## config.mk

```make
export PLATFORM = sky130hd
export DESIGN_NAME = uart_host_fifo_flat
export DESIGN_NICKNAME = d
export VERILOG_FILES = /design/src/rtl/uart_host_fifo_if.sv /design/src/rtl/uart_host_fifo.sv /design/src/flat_wrapper.sv
export SDC_FILE = /design/constraint.sdc
export NUM_CORES = 1
export LEC_CHECK = 0
export BUFFER_PORTS_ARGS = -buffer_cell sky130_fd_sc_hd__buf_2
export CORE_MARGIN = 4
export CORE_UTILIZATION = 35
export CTS_CLUSTER_SIZE = 12
export DETAILED_ROUTE_END_ITERATION = 16
export PLACE_DENSITY = 0.64
export SLEW_MARGIN = 20
export SYNTH_ARGS = -nofsm -noshare
export SYNTH_HDL_FRONTEND = slang
export SYNTH_SLANG_ARGS = --single-unit
```

## constraint.sdc

```tcl
create_clock -name clk -period 2.9 [get_ports clk]
set_clock_uncertainty 0.2 [all_clocks]
set_input_delay 0.29 -clock clk [delete_from_list [all_inputs] [get_ports clk]]
set_output_delay 0.29 -clock clk [all_outputs]
set_load 0.01 [all_outputs]
```

## src/rtl/uart_host_fifo_if.sv

```systemverilog
// uart_host_fifo_if: host-side and UART-core-side signals of the host FIFO block
interface uart_host_fifo_if #(parameter int AW = 4);
  logic          tx_push;
  logic [7:0]    tx_wdata;
  logic          tx_full;
  logic [AW:0]   tx_count;
  logic          tx_flush;
  logic          rx_pop;
  logic [7:0]    rx_rdata;
  logic [4:0]    rx_rerr;
  logic          rx_empty;
  logic [AW:0]   rx_count;
  logic          rx_flush;
  logic          rx_irq;
  logic          tx_ovf;
  logic          rx_unf;
  logic          clr_flags;
  logic [7:0]    uart_txdata;
  logic          uart_write_tx;
  logic          uart_tx_empty;
  logic [7:0]    uart_rxdata;
  logic [7:0]    uart_status;
  logic          uart_rx_valid;
  logic          uart_read_rx;
  modport slave (
    input  tx_push, tx_wdata, tx_flush, rx_pop, rx_flush, clr_flags,
           uart_tx_empty, uart_rxdata, uart_status, uart_rx_valid,
    output tx_full, tx_count, rx_rdata, rx_rerr, rx_empty, rx_count, rx_irq,
           tx_ovf, rx_unf, uart_txdata, uart_write_tx, uart_read_rx
  );
  modport master (
    output tx_push, tx_wdata, tx_flush, rx_pop, rx_flush, clr_flags,
           uart_tx_empty, uart_rxdata, uart_status, uart_rx_valid,
    input  tx_full, tx_count, rx_rdata, rx_rerr, rx_empty, rx_count, rx_irq,
           tx_ovf, rx_unf, uart_txdata, uart_write_tx, uart_read_rx
  );
endinterface

```

## src/rtl/uart_host_fifo.sv

```systemverilog
// uart_host_fifo: TX/RX FIFOs between the CPU register file and the UART core
module uart_host_fifo #(
  parameter int AW        = 4,
  parameter int RX_THRESH = 8
) (
  input logic              clk,
  input logic              rst_n,
  uart_host_fifo_if.slave  bus
);
  localparam int DEPTH = 1 << AW;
  localparam logic [AW:0] FULL = (AW+1)'(DEPTH);
  localparam logic [AW:0] THR  = (AW+1)'(RX_THRESH);
  logic [7:0]    tx_mem_q [DEPTH];
  logic [AW-1:0] tx_wp_q, tx_wp_d, tx_rp_q, tx_rp_d;
  logic [AW:0]   tx_cnt_q, tx_cnt_d;
  logic [7:0]    txdata_q, txdata_d;
  logic          wtx_q, tx_ovf_q, tx_ovf_d, tx_wr, tx_issue;
  logic [12:0]   rx_mem_q [DEPTH];
  logic [AW-1:0] rx_wp_q, rx_wp_d, rx_rp_q, rx_rp_d;
  logic [AW:0]   rx_cnt_q, rx_cnt_d;
  logic          rrx_q, rx_unf_q, rx_unf_d, rx_rd, rx_drain;
  logic          unused_status;
  assign unused_status = ^{bus.uart_status[7], bus.uart_status[1:0]};
  // TX next state: host push and core issue, flush overriding both
  always_comb begin
    tx_wr    = bus.tx_push && tx_cnt_q != FULL && !bus.tx_flush;
    tx_issue = tx_cnt_q != '0 && bus.uart_tx_empty && !wtx_q && !bus.tx_flush;
    tx_wp_d  = bus.tx_flush ? '0 : tx_wp_q + AW'(tx_wr);
    tx_rp_d  = bus.tx_flush ? '0 : tx_rp_q + AW'(tx_issue);
    tx_cnt_d = bus.tx_flush ? '0 : tx_cnt_q + (AW+1)'(tx_wr) - (AW+1)'(tx_issue);
    txdata_d = tx_issue ? tx_mem_q[tx_rp_q] : txdata_q;
    tx_ovf_d = (bus.tx_push && tx_cnt_q == FULL) || (tx_ovf_q && !bus.clr_flags);
  end
  // RX next state: core drain and host pop, flush overriding both
  always_comb begin
    rx_drain = bus.uart_rx_valid && !rrx_q && rx_cnt_q != FULL && !bus.rx_flush;
    rx_rd    = bus.rx_pop && rx_cnt_q != '0 && !bus.rx_flush;
    rx_wp_d  = bus.rx_flush ? '0 : rx_wp_q + AW'(rx_drain);
    rx_rp_d  = bus.rx_flush ? '0 : rx_rp_q + AW'(rx_rd);
    rx_cnt_d = bus.rx_flush ? '0 : rx_cnt_q + (AW+1)'(rx_drain) - (AW+1)'(rx_rd);
    rx_unf_d = (bus.rx_pop && rx_cnt_q == '0) || (rx_unf_q && !bus.clr_flags);
  end
  // FIFO storage needs no reset: contents are invisible while count is 0
  always_ff @(posedge clk) begin
    if (tx_wr) tx_mem_q[tx_wp_q] <= bus.tx_wdata;
    if (rx_drain) rx_mem_q[rx_wp_q] <= {bus.uart_status[6:2], bus.uart_rxdata};
  end
  // Pointers, counts, core strobes and sticky flags
  always_ff @(posedge clk or negedge rst_n) begin
    if (!rst_n) begin
      tx_wp_q  <= '0;
      tx_rp_q  <= '0;
      tx_cnt_q <= '0;
      txdata_q <= '0;
      wtx_q    <= 1'b0;
      tx_ovf_q <= 1'b0;
      rx_wp_q  <= '0;
      rx_rp_q  <= '0;
      rx_cnt_q <= '0;
      rrx_q    <= 1'b0;
      rx_unf_q <= 1'b0;
    end else begin
      tx_wp_q  <= tx_wp_d;
      tx_rp_q  <= tx_rp_d;
      tx_cnt_q <= tx_cnt_d;
      txdata_q <= txdata_d;
      wtx_q    <= tx_issue;
      tx_ovf_q <= tx_ovf_d;
      rx_wp_q  <= rx_wp_d;
      rx_rp_q  <= rx_rp_d;
      rx_cnt_q <= rx_cnt_d;
      rrx_q    <= rx_drain;
      rx_unf_q <= rx_unf_d;
    end
  end
  assign bus.tx_full       = tx_cnt_q == FULL;
  assign bus.tx_count      = tx_cnt_q;
  assign bus.rx_empty      = rx_cnt_q == '0;
  assign bus.rx_count      = rx_cnt_q;
  assign bus.rx_rdata      = rx_cnt_q == '0 ? 8'h00 : rx_mem_q[rx_rp_q][7:0];
  assign bus.rx_rerr       = rx_cnt_q == '0 ? 5'h00 : rx_mem_q[rx_rp_q][12:8];
  assign bus.rx_irq        = rx_cnt_q >= THR;
  assign bus.tx_ovf        = tx_ovf_q;
  assign bus.rx_unf        = rx_unf_q;
  assign bus.uart_txdata   = txdata_q;
  assign bus.uart_write_tx = wtx_q;
  assign bus.uart_read_rx  = rrx_q;
endmodule

```

## src/flat_wrapper.sv

```systemverilog
// flat-port wrapper written by rule: the top's interface ports become plain ports
module uart_host_fifo_flat 
#(
  parameter int AW        = 4,
  parameter int RX_THRESH = 8
)
  (clk, rst_n, bus_tx_push, bus_tx_wdata, bus_tx_flush, bus_rx_pop, bus_rx_flush, bus_clr_flags, bus_uart_tx_empty, bus_uart_rxdata, bus_uart_status, bus_uart_rx_valid, bus_tx_full, bus_tx_count, bus_rx_rdata, bus_rx_rerr, bus_rx_empty, bus_rx_count, bus_rx_irq, bus_tx_ovf, bus_rx_unf, bus_uart_txdata, bus_uart_write_tx, bus_uart_read_rx);
  uart_host_fifo_if #(.AW(AW)) bus_i ();
  input logic clk;
  input logic rst_n;
  input wire logic [$bits(bus_i.tx_push)-1:0] bus_tx_push;
  input wire logic [$bits(bus_i.tx_wdata)-1:0] bus_tx_wdata;
  input wire logic [$bits(bus_i.tx_flush)-1:0] bus_tx_flush;
  input wire logic [$bits(bus_i.rx_pop)-1:0] bus_rx_pop;
  input wire logic [$bits(bus_i.rx_flush)-1:0] bus_rx_flush;
  input wire logic [$bits(bus_i.clr_flags)-1:0] bus_clr_flags;
  input wire logic [$bits(bus_i.uart_tx_empty)-1:0] bus_uart_tx_empty;
  input wire logic [$bits(bus_i.uart_rxdata)-1:0] bus_uart_rxdata;
  input wire logic [$bits(bus_i.uart_status)-1:0] bus_uart_status;
  input wire logic [$bits(bus_i.uart_rx_valid)-1:0] bus_uart_rx_valid;
  output wire logic [$bits(bus_i.tx_full)-1:0] bus_tx_full;
  output wire logic [$bits(bus_i.tx_count)-1:0] bus_tx_count;
  output wire logic [$bits(bus_i.rx_rdata)-1:0] bus_rx_rdata;
  output wire logic [$bits(bus_i.rx_rerr)-1:0] bus_rx_rerr;
  output wire logic [$bits(bus_i.rx_empty)-1:0] bus_rx_empty;
  output wire logic [$bits(bus_i.rx_count)-1:0] bus_rx_count;
  output wire logic [$bits(bus_i.rx_irq)-1:0] bus_rx_irq;
  output wire logic [$bits(bus_i.tx_ovf)-1:0] bus_tx_ovf;
  output wire logic [$bits(bus_i.rx_unf)-1:0] bus_rx_unf;
  output wire logic [$bits(bus_i.uart_txdata)-1:0] bus_uart_txdata;
  output wire logic [$bits(bus_i.uart_write_tx)-1:0] bus_uart_write_tx;
  output wire logic [$bits(bus_i.uart_read_rx)-1:0] bus_uart_read_rx;
  assign bus_i.tx_push = bus_tx_push;
  assign bus_i.tx_wdata = bus_tx_wdata;
  assign bus_i.tx_flush = bus_tx_flush;
  assign bus_i.rx_pop = bus_rx_pop;
  assign bus_i.rx_flush = bus_rx_flush;
  assign bus_i.clr_flags = bus_clr_flags;
  assign bus_i.uart_tx_empty = bus_uart_tx_empty;
  assign bus_i.uart_rxdata = bus_uart_rxdata;
  assign bus_i.uart_status = bus_uart_status;
  assign bus_i.uart_rx_valid = bus_uart_rx_valid;
  assign bus_tx_full = bus_i.tx_full;
  assign bus_tx_count = bus_i.tx_count;
  assign bus_rx_rdata = bus_i.rx_rdata;
  assign bus_rx_rerr = bus_i.rx_rerr;
  assign bus_rx_empty = bus_i.rx_empty;
  assign bus_rx_count = bus_i.rx_count;
  assign bus_rx_irq = bus_i.rx_irq;
  assign bus_tx_ovf = bus_i.tx_ovf;
  assign bus_rx_unf = bus_i.rx_unf;
  assign bus_uart_txdata = bus_i.uart_txdata;
  assign bus_uart_write_tx = bus_i.uart_write_tx;
  assign bus_uart_read_rx = bus_i.uart_read_rx;
  uart_host_fifo #(.AW(AW), .RX_THRESH(RX_THRESH)) u_core (.clk(clk), .rst_n(rst_n), .bus(bus_i));
endmodule
```

==> results.tsv <==
stage	metric	value	unit
clock_tree	htree depth	2	
placed_design	Cell Area, Placed	16200	µm²
routing	routed len/inst	20.4	µm
floorplan	die area	45900	µm²
finish	layout net count	944	
critical_path	critical-path cell list	buf_12 > clkbuf_16 > mux4_2 > mux2i_2 > o22ai_2 > buf_2	
floorplan	num rows	75	
synthesis	register area share after synthesis	74.2	%
power_and_ir_drop	Static Leak	0.00593	µW
synthesis	syn_nets	786	
clock_tree	CTS max path bufs	3	
synthesis	Post-Synth XOR/XNOR Area	0.765	%
global_route	global-route wire length before repair	45.4	mm
placed_design	post-DP HPWL	18.5	mm
global_route	largest net degree at the start of global routing	39	
floorplan	initial core utilization	35.5	%
synthesis	Synth cell types	40	
finish	cell area after layout	17900	µm²
routing	vias per cell	4.98	
floorplan	Die Width	214	µm
synthesis	post-synthesis compound-gate area fraction	2.39	%
synthesis	Mapped Area	14900	µm²
clock_tree	clock buffer count from CTS	39	
finish	most frequent cells in the layout	edfxtp_1 (336), mux4_2 (84), buf_2 (66), buf_4 (52), nor2_1 (46)	
clock_tree	Clock transition at path regs	0.06	ns
synthesis	mux share of post-synthesis cell area	15.0	%
critical_path	Top delay family on crit path	multiplexers	
synthesis	synthesized flop and latch total	374	
sta	fin crit period	2.86	ns
critical_path	path type of the worst setup path	reg2out	
critical_path	slowest cell delay on critical path	0.53	ns
clock_tree	CTS Sinks	374	
sta	Max transition margin	38.0	%
clock_tree	CTS root buffer	clkbuf_16	
finish	Layout fillers	3594	
synthesis	Avg Cell Area, Syn	20.4	µm²
synthesis	Post-Synth Adder-Cell Area	2.03	%
floorplan	boundary pin count	71	
critical_path	cell at the slowest stage of the critical path	mux4_2	
finish	share of cells above drive strength 1	33.3	%
critical_path	Critical Path Sink Type	primary output	
critical_path	Worst Setup Start Kind	register	
synthesis	Gate Count Post-Synth	730	
synthesis	Post-synth EDFFs	336	
critical_path	required time worst endpoint	2.41	ns
sta	Final setup viols	0	
status	status	finished, final reports clean	
routing	Initial DRC Count	574	
finish	final cell count without fillers	1454	
placed_design	placed cells	1354	
global_route	vias in the first global route	7647	
sta	RSZ-0062 raised after global routing	yes	
global_route	gr ovfl total	0	
critical_path	WP data arrival	2.37	ns
sta	setup TNS	0	ns
finish	antenna diode count	0	
critical_path	worst path bufs/invs	3	
synthesis	share of the synthesized area in the top cell type	67.8	%
sta	Pins Over Slew Limit	0	
placed_design	Port Buffers	67	
placed_design	GP Congestion	0.739	
synthesis	largest family of logic cells by synthesized area	multiplexers	
routing	First-pass DRT Iterations	4	
global_route	initial antenna violation count	0	
finish	Area Overhead vs Synth	20.0	%
routing	Detail Route Antenna Nets	0	
power_and_ir_drop	total chip power	13300	µW
finish	commonest non-fill, non-tap cell in the layout	edfxtp_1	
job	max-cap viol count	0	
sta	Max Clock Freq	350	MHz
sta	crit share post-route	98.7	%
floorplan	area of the core	41900	µm²
synthesis	top post-synthesis cells by area	edfxtp_1 (68%), mux4_2 (13%), dfrtp_1 (6.4%)	
synthesis	asr flop ratio synth	10.2	%
synthesis	Warnings, synthesis	0	
clock_tree	CTS tree	done	
worst_hold_path	Hold Path Class	in2reg	
routing	DRT Wirelength	29.7	mm
sta	final hold vios	0	
clock_tree	clk_lat worst skew	0.53	ns
critical_path	Crit Path Max Fanout	14	
routing	DRC violations left	0	
synthesis	area leader, netlist	edfxtp_1	
power_and_ir_drop	Cell Pwr Density	744	nW/µm²
synthesis	Post-Synth Simple-Gate Area	3.72	%
power_and_ir_drop	VDD IR max	0.000472	V
global_route	GRT Resource Usage Total	12.6	%
sta	final hold slack	0.0340	ns
routing	vias	7243	
synthesis	top flip-flop cell by instance count after synthesis	edfxtp_1	
sta	Worst Tran Pin Value	0.929	ns
floorplan	Die H	214	µm
-- power by group --
part | internal, µW | total (µW) | switching, µW
sequential | 6070 | 6240 | 170
combinational | 1240 | 2510 | 1270
clock | 2600 | 4530 | 1920
total | 9910 | 13300 | 3360
-- cell usage after synthesis, types with 3 or more instances --
cell      count
edfxtp_1    336
mux4_2       84
nor2_1       46
dfrtp_1      38
mux2i_1      34
ha_1         21
o22ai_1      21
inv_1        17
nor2b_1      13
buf_4        12
clkbuf_1     10
buf_2         9
a221oi_2      8
nand3_1       8
nor3_1        8
xnor2_1       7
nand2_1       6
nand2b_1      6
xor2_1        6
a21oi_1       4
buf_1         4
nand3b_1      4
buf_6         3
nor3b_1       3
o21ai_0       3
-- worst min-delay path, stage by stage --
cell	delay (ns)
buf_2	0.13
buf_4	0.23
nor2b_1	0.06
-- cells by family after synthesis --
logic type | count (synthesis)
simple gates | 104
flops | 374
compound gates | 43
fa+ha+maj | 23
buf+inv | 55
xor+xnor | 13
mux | 118
-- metrics by stage --
stage | setup slack (ns) | utilization, %
CTS | -0.0276 | 42.2
finish | 0.0389 | 42.6
global placement | 0.175 | 38.6
global route | -0.0361 | 42.6
floorplan | 0.0458 | -
detailed placement | 0.135 | 38.6
-- metal layers --
metal / wire [µm] / track usage [%] / vias up
met5: 0 / 0 / -
met4: 615 / 3.26 / 0
met3: 1400 / 2.47 / 47
met2: 14900 / 21.6 / 151
met1: 12800 / 16.7 / 3770
li1: - / - / 3275
-- worst paths after layout --
| path | from | endpoint | slack (ns) | cells past startpoint |
|---|---|---|---|---|
| max | u_core.rx_rp_q[0] | bus_rx_rerr[2] | 0.04 | 6 |
| min | bus_tx_flush | u_core.tx_wp_q[0] | 0.03 | 3 |
| max reg2reg | u_core.bus.rx_count[3] | u_core.bus.rx_count[4] | 0.20 | 12 |
| min reg2reg | u_core.bus.rx_unf | u_core.bus.rx_unf | 0.34 | 2 |
| max in group asynchronous | rst_n | u_core.rx_rp_q[0] | 1.56 | 2 |
| min in group asynchronous | rst_n | u_core.bus.tx_count[2] | 0.27 | 2 |
-- cell type report --
class | count | area, µm² | area share [%]
multi-input cells | 303 | 3760 | 21.1
clock buffers | 59 | 1090 | 6.12
inverters | 17 | 63.8 | 0.357
repair buffers | 153 | 1150 | 6.47
clock inverters | 9 | 57.6 | 0.322
well taps | 539 | 674 | 3.78
flip-flops and latches | 374 | 11000 | 61.9
-- flip-flops by register name, indices dropped and copies added, names as in the netlist --
signal / cells
u_core.rx_rp_q: 4
u_core.bus.uart_write_tx: 1
u_core.bus.rx_unf: 1
u_core.tx_wp_q: 4
u_core.rx_wp_q: 4
u_core.tx_mem_q: 128
u_core.tx_rp_q: 4
u_core.bus.uart_txdata: 8
u_core.bus.tx_ovf: 1
u_core.rx_mem_q: 208
u_core.bus.rx_count: 5
u_core.bus.uart_read_rx: 1
u_core.bus.tx_count: 5
-- timing repair --
item,CTS,global route
endpoints found under the setup margin,13,14
hold endpoints to repair,390,0
gates resized for setup,19,15
buffers inserted,0,2
hold buffers,27,0
gates cloned,0,3
Note: power is estimated with default switching activity, not from simulation.
